File: src/rtl/matrix_b_skew_feeder_if.sv
// Bundle between the B column extractor / array control and the skew feeder.
// Handshake: a load is accepted on a rising edge where load_valid && load_ready;
// load_ready is high only while the feeder is idle, and load_valid has no effect otherwise.
interface matrix_b_skew_feeder_if #(
  parameter int K          = 6,
  parameter int N          = 6,
  parameter int DATA_WIDTH = 16
);
  logic                        load_valid;
  logic                        load_ready;
  logic [N*K*DATA_WIDTH-1:0]   columns_flat;
  logic                        en;
  logic [N*DATA_WIDTH-1:0]     b_out;
  logic [N-1:0]                b_col_valid;
  logic                        busy;
  logic                        done;
  logic [1:0]                  dbg_state;

  modport master (
    output load_valid, columns_flat, en,
    input  load_ready, b_out, b_col_valid, busy, done, dbg_state
  );

  modport slave (
    input  load_valid, columns_flat, en,
    output load_ready, b_out, b_col_valid, busy, done, dbg_state
  );
endinterface

File: src/rtl/matrix_b_skew_feeder.sv
// Captures one column-major K x N B matrix and streams it into the systolic array
// top edge one diagonal wavefront per enabled cycle (column c delayed by c steps).
module matrix_b_skew_feeder #(
  parameter int K          = 6,
  parameter int N          = 6,
  parameter int DATA_WIDTH = 16
) (
  input  logic                  clk,
  input  logic                  rst,
  matrix_b_skew_feeder_if.slave io_bus
);
  localparam int S  = K + N - 1;
  localparam int TW = $clog2(K + N);

  typedef enum logic [1:0] {
    ST_IDLE   = 2'd0,
    ST_STREAM = 2'd1,
    ST_DRAIN  = 2'd2
  } state_t;

  state_t                      r_state;
  state_t                      w_next_state;
  logic [TW-1:0]               r_t;
  logic [N*K*DATA_WIDTH-1:0]   r_buf;
  logic [N*DATA_WIDTH-1:0]     r_b_out;
  logic [N*DATA_WIDTH-1:0]     w_step_data;
  logic [N-1:0]                r_valid;
  logic [N-1:0]                w_step_valid;
  logic                        r_done;
  logic                        w_load_ready;
  logic                        w_busy;
  logic                        w_accept;
  logic                        w_last;

  assign w_accept = io_bus.load_valid && w_load_ready;
  assign w_last   = (r_t == TW'(S - 1));

  // State register
  always_ff @(posedge clk or posedge rst) begin
    if (rst) begin
      r_state <= ST_IDLE;
    end else begin
      r_state <= w_next_state;
    end
  end

  // Next-state logic
  always_comb begin
    w_next_state = r_state;
    case (r_state)
      ST_IDLE:   if (w_accept) w_next_state = ST_STREAM;
      ST_STREAM: if (io_bus.en && w_last) w_next_state = ST_DRAIN;
      ST_DRAIN:  w_next_state = ST_IDLE;
      default:   w_next_state = ST_IDLE;
    endcase
  end

  // FSM outputs, decoded from state only
  always_comb begin
    w_load_ready = 1'b0;
    w_busy       = 1'b0;
    case (r_state)
      ST_IDLE:   w_load_ready = 1'b1;
      ST_STREAM: w_busy       = 1'b1;
      ST_DRAIN:  w_busy       = 1'b1;
      default:   w_load_ready = 1'b1;
    endcase
  end

  // Wavefront for step t: lane c carries B[t-c][c] when that row exists.
  always_comb begin
    w_step_data  = '0;
    w_step_valid = '0;
    for (int c = 0; c < N; c++) begin
      if ((int'(r_t) >= c) && ((int'(r_t) - c) < K)) begin
        w_step_data[c*DATA_WIDTH +: DATA_WIDTH] =
          r_buf[(c*K + int'(r_t) - c)*DATA_WIDTH +: DATA_WIDTH];
        w_step_valid[c] = 1'b1;
      end
    end
  end

  // Matrix buffer has no reset; it is only meaningful after an accepted load.
  always_ff @(posedge clk) begin
    if (w_accept) begin
      r_buf <= io_bus.columns_flat;
    end
  end

  always_ff @(posedge clk or posedge rst) begin
    if (rst) begin
      r_t     <= '0;
      r_b_out <= '0;
      r_valid <= '0;
      r_done  <= 1'b0;
    end else begin
      case (r_state)
        ST_IDLE: begin
          if (w_accept) r_t <= '0;
        end
        ST_STREAM: begin
          if (io_bus.en) begin
            r_b_out <= w_step_data;
            r_valid <= w_step_valid;
            if (w_last) begin
              r_done <= 1'b1;
            end else begin
              r_t <= r_t + TW'(1);
            end
          end
        end
        ST_DRAIN: begin
          r_b_out <= '0;
          r_valid <= '0;
          r_done  <= 1'b0;
        end
        default: begin
          r_b_out <= '0;
          r_valid <= '0;
          r_done  <= 1'b0;
        end
      endcase
    end
  end

  assign io_bus.load_ready  = w_load_ready;
  assign io_bus.busy        = w_busy;
  assign io_bus.b_out       = r_b_out;
  assign io_bus.b_col_valid = r_valid;
  assign io_bus.done        = r_done;
  assign io_bus.dbg_state   = r_state;
endmodule

File: src/flat_wrapper.sv
// flat-port wrapper written by rule: the top's interface ports become plain ports
module matrix_b_skew_feeder_flat 
#(
  parameter int K          = 6,
  parameter int N          = 6,
  parameter int DATA_WIDTH = 16
)
  (clk, rst, io_bus_load_valid, io_bus_columns_flat, io_bus_en, io_bus_load_ready, io_bus_b_out, io_bus_b_col_valid, io_bus_busy, io_bus_done, io_bus_dbg_state);
  matrix_b_skew_feeder_if #(.K(K), .N(N), .DATA_WIDTH(DATA_WIDTH)) io_bus_i ();
  input  logic clk;
  input  logic rst;
  input wire logic [$bits(io_bus_i.load_valid)-1:0] io_bus_load_valid;
  input wire logic [$bits(io_bus_i.columns_flat)-1:0] io_bus_columns_flat;
  input wire logic [$bits(io_bus_i.en)-1:0] io_bus_en;
  output wire logic [$bits(io_bus_i.load_ready)-1:0] io_bus_load_ready;
  output wire logic [$bits(io_bus_i.b_out)-1:0] io_bus_b_out;
  output wire logic [$bits(io_bus_i.b_col_valid)-1:0] io_bus_b_col_valid;
  output wire logic [$bits(io_bus_i.busy)-1:0] io_bus_busy;
  output wire logic [$bits(io_bus_i.done)-1:0] io_bus_done;
  output wire logic [$bits(io_bus_i.dbg_state)-1:0] io_bus_dbg_state;
  assign io_bus_i.load_valid = io_bus_load_valid;
  assign io_bus_i.columns_flat = io_bus_columns_flat;
  assign io_bus_i.en = io_bus_en;
  assign io_bus_load_ready = io_bus_i.load_ready;
  assign io_bus_b_out = io_bus_i.b_out;
  assign io_bus_b_col_valid = io_bus_i.b_col_valid;
  assign io_bus_busy = io_bus_i.busy;
  assign io_bus_done = io_bus_i.done;
  assign io_bus_dbg_state = io_bus_i.dbg_state;
  matrix_b_skew_feeder #(.K(K), .N(N), .DATA_WIDTH(DATA_WIDTH)) u_core (.clk(clk), .rst(rst), .io_bus(io_bus_i));
endmodule
File: config.mk
export PLATFORM = sky130hd
export DESIGN_NAME = matrix_b_skew_feeder_flat
export DESIGN_NICKNAME = d
export VERILOG_FILES = /design/src/rtl/matrix_b_skew_feeder_if.sv /design/src/rtl/matrix_b_skew_feeder.sv /design/src/flat_wrapper.sv
export SDC_FILE = /design/constraint.sdc
export NUM_CORES = 1
export LEC_CHECK = 0
export BUFFER_PORTS_ARGS = -buffer_cell sky130_fd_sc_hd__buf_2
export CAP_MARGIN = 20
export CELL_PAD_IN_SITES_DETAIL_PLACEMENT = 1
export CELL_PAD_IN_SITES_GLOBAL_PLACEMENT = 1
export CORE_ASPECT_RATIO = 0.8
export CORE_UTILIZATION = 44
export DETAILED_ROUTE_END_ITERATION = 12
export GPL_ROUTABILITY_DRIVEN = 0
export PLACE_DENSITY_LB_ADDON = 0.1
export SLEW_MARGIN = 10
export SYNTH_ARGS = -nofsm -noshare
export SYNTH_HDL_FRONTEND = slang
export SYNTH_SLANG_ARGS = --single-unit
File: constraint.sdc
create_clock -name clk -period 14.1 [get_ports clk]
set_input_delay 1.41 -clock clk [delete_from_list [all_inputs] [get_ports clk]]
set_output_delay 1.41 -clock clk [all_outputs]
set_load 0.1 [all_outputs]
==> results.py <==
metrics = {
    "die": {
        "dieHeight_um": 276,
        "die-area_um2": 95300,
        "dieWidth_um": 345,
        "rows": 100,
        "ios": 687,
        "core_um2": 93100,
        "initial_core_util": 0.445,
    },
    "cts": {
        "cts_hold_buf": 0,
        "cts.clk_slew.worst_paths_ns": 0.06,
        "cts_buffers": 76,
        "clock-root-buffer": "clkbuf_16",
        "clk_latency_ns": 0.64,
        "ctsResizeCount": 0,
        "post_cts_buffers": 0,
        "cts_tree": "built",
        "cts.sinks": 685,
        "htree_levels": 3,
        "clock_path_buffers": 3,
    },
    "global_routing": {
        "grt_start_max_net_pins": 164,
        "grt_usage": 0.364,
        "grt_pass1_wl_um": 242000,
        "antenna_found_initial": 19,
        "first_global_vias": 31400,
        "grt-ovfl-total": 0,
    },
    "placement": {
        "post-dp-hpwl_um": 127000,
        "dpl_cell_area_um2": 45700,
        "port-buffer-count": 686,
    },
    "synthesis": {
        "synthAdderAreaFrac": 0.00725,
        "synth_simple_gate_area_frac": 0.0348,
        "synth_top_cell_by_area": "edfxtp_1",
        "yosys_warnings": 0,
        "synth.avg_cell_area_um2": 17.0,
        "muxShareOfSynthArea": 0.368,
        "ys_dominant_reg_cell": "edfxtp_1",
        "synth-seq-cells": 685,
        "synth.area.top_cells": "edfxtp_1 42%, mux4_2 31%, dfrtp_1 6.6%",
        "synthArstFlopShare": 0.159,
        "synth_compound_area_frac": 0.0651,
        "synth.top_cell.area_share": 0.418,
        "yosysUniqueCellTypes": 76,
        "syn-num-nets": 3033,
        "synth_seq_area_share": 0.484,
        "synth_xor_area_frac": 0.00438,
        "netlist_instances": 2429,
        "synth-edff-count": 576,
        "synth_top_family_by_area": "multiplexers",
        "synth_area_um2": 41400,
    },
    "final_layout": {
        "seq_area_um2": 20000,
        "synthToLayoutAreaGrowth_pct": 16.7,
        "final_common_cell": "buf_2",
        "design_area_um2": 48300,
        "nets": 3646,
        "nFillCells": 8905,
        "multi_input_area_um2": 20000,
        "drive_above_1_share": 0.489,
        "final_cell_mix": "686 x buf_2, 576 x edfxtp_1, 572 x mux4_2",
    },
    "setup_path": {
        "crit_chain": "clkinv_1 > buf_4 > ha_1 > ha_1 > o21ai_1 > xor2_4 > buf_4 > nand3_1 > nor3_4 > a22oi_1 > o21ai_0",
        "cpMaxStageDelayCell": "dfrtp_4",
        "start_kind": "register",
        "path_class": "register to register",
        "crit_family": "buffers and inverters",
        "crit_buf_inv": 3,
        "endpoint_kind": "register",
        "cp_max_fo": 64,
        "worst_ep_arrival_time_ns": 6.18,
        "r2r_end": "u_core.io_bus.b_out[85]$_DFFE_PP0P_",
        "reg2reg_slack_ns": 8.47,
        "max_stage_delay_ns": 1.16,
        "timing.rr.start": "u_core.r_t[2]$_DFFE_PP0P_",
        "required_ns": 14.64,
        "r2r_cells": 11,
    },
    "min_path": {
        "hold_depth": 2,
        "worstHoldEndpoint": "u_core.io_bus.b_col_valid[0]$_DFFE_PP0P_",
        "min-delay-start": "u_core.io_bus.b_col_valid[0]$_DFFE_PP0P_",
        "hp-class": "register to register",
    },
    "power_and_ir_drop": {
        "leakage_nw": 17.5,
        "ir_drop_mv": 0.180,
        "power_density_nw_per_um2": 258,
    },
    "routing": {
        "drtAntennaViolNets": 0,
        "firstDrtPassIters": 6,
        "drtIter0Drc": 4126,
        "vias": 30800,
        "detail_route.wl_per_cell_um": 40.1,
        "via_per_inst": 7.10,
        "drt-total-wl_um": 174000,
        "remaining_drc_errors": 0,
    },
    "timing": {
        "slew_headroom": 0.220,
        "setup_viol": 0,
        "tns_ns": 0,
        "finalHoldViolations": 0,
        "period_needed_ns": 5.63,
        "worst_pin_slew_ns": 1.17,
        "grt_setup_unrepaired": "false",
        "fin_crit_sh": 0.399,
        "final_max_slew_viol_count": 0,
        "finClkSkew_ns": 0.0304,
        "max_freq_mhz": 178,
    },
    "job": {
        "maxCapViolCount": 0,
    },
    "status": {
        "outcome": "complete, no violations",
    },
}
layout make-up:
type | count | area share
Clock buffer | 101 | 0.0443
Tap cell | 1224 | 0.0317
Timing Repair Buffer | 759 | 0.0851
Antenna cell | 7 | 0.000362
Sequential cell | 685 | 0.415
Multi-Input combinational cell | 1504 | 0.415
Clock inverter | 37 | 0.00787
Inverter | 16 | 0.00145
cells by family (layout without fill, tap and decap cells):
kind of cell | count (synthesis) | after routing
other cells | 0 | 7
compound gates | 375 | 375
simple gates | 328 | 328
buf+inv | 240 | 913
xor+xnor | 19 | 19
mux | 758 | 758
fa+ha+maj | 24 | 24
flops | 685 | 685
synth_stat cells, drive strengths merged, types with 3 or more instances:
cell       n
a22oi     53
o31ai     15
and3      23
nor2b      3
a21o      22
o211ai     9
mux2      16
buf      159
o22ai     16
a41oi      9
mux4     601
dfrtp    109
or2        3
inv       14
a211oi     3
nand4      7
a221oi    18
nand3b     6
xor2       7
nand2b     7
clkbuf    65
ha        24
a21boi     4
a211o      3
a31oi     18
nor3      16
nand3     11
o21ai     68
xnor2     12
mux2i    141
a221o     11
nand2    215
and2       5
a2bb2oi    3
edfxtp   576
a2111oi    3
a32oi     31
nor2      28
a21oi     43
o2111ai    4
o221ai    30
tightest hold or removal path, stage by stage (launching register included):
cell,delay (ns)
dfrtp_1,0.34
nand2_1,0.05
nand2_1,0.05
through the flow:
step | setup slack, ns | util | hold WS, ns | instances | total power, mW
2_1_floorplan | 2.71 | - | 0.694 | 2429 | 8.13
3_3_place_gp | 8.49 | 0.490 | 0.463 | 4181 | 10.1
3_5_place_dp | 8.32 | 0.491 | 0.463 | 4184 | 10.2
4_1_cts | 8.29 | 0.518 | 0.479 | 4322 | 12.3
5_1_grt | 8.10 | 0.519 | 0.504 | 4326 | 12.8
6_report | 8.47 | 0.519 | 0.472 | 4333 | 12.4
report_power, final:
group / switching (mW) / internal, mW
Combinational: 4.27 / 2.99
Sequential: 0.481 / 2.67
Clock: 0.862 / 1.18
registers in the layout, indices dropped and copies added (netlist names):
signal,flops
u_core.io_bus.b_col_valid,6
u_core.io_bus.b_out,96
u_core.io_bus.dbg_state,2
u_core.io_bus.done,1
u_core.r_buf,576
u_core.r_t,4
routing by layer:
metal / track usage / wire length, um
met5: 0 / 161
met4: 0.213 / 12200
met3: 0.0961 / 19100
met2: 0.577 / 83300
met1: 0.448 / 58800
how the worst max path moves through the flow:
stage	start	to	depth (start not counted)
after floorplan	u_core.io_bus.dbg_state[1]$_DFFE_PP0P_	u_core.r_buf[0]$_DFFE_PP_	4
after global placement	u_core.r_t[0]$_DFFE_PP0P_	u_core.io_bus.b_out[19]$_DFFE_PP0P_	8
after detailed placement	u_core.r_t[0]$_DFFE_PP0P_	u_core.io_bus.b_out[19]$_DFFE_PP0P_	8
after CTS	u_core.r_t[0]$_DFFE_PP0P_	u_core.io_bus.b_out[19]$_DFFE_PP0P_	8
after global routing	u_core.r_t[0]$_DFFE_PP0P_	u_core.io_bus.b_out[69]$_DFFE_PP0P_	11
final	u_core.r_t[2]$_DFFE_PP0P_	u_core.io_bus.b_out[85]$_DFFE_PP0P_	11
No activity file was read; power rests on OpenSTA's default activity.
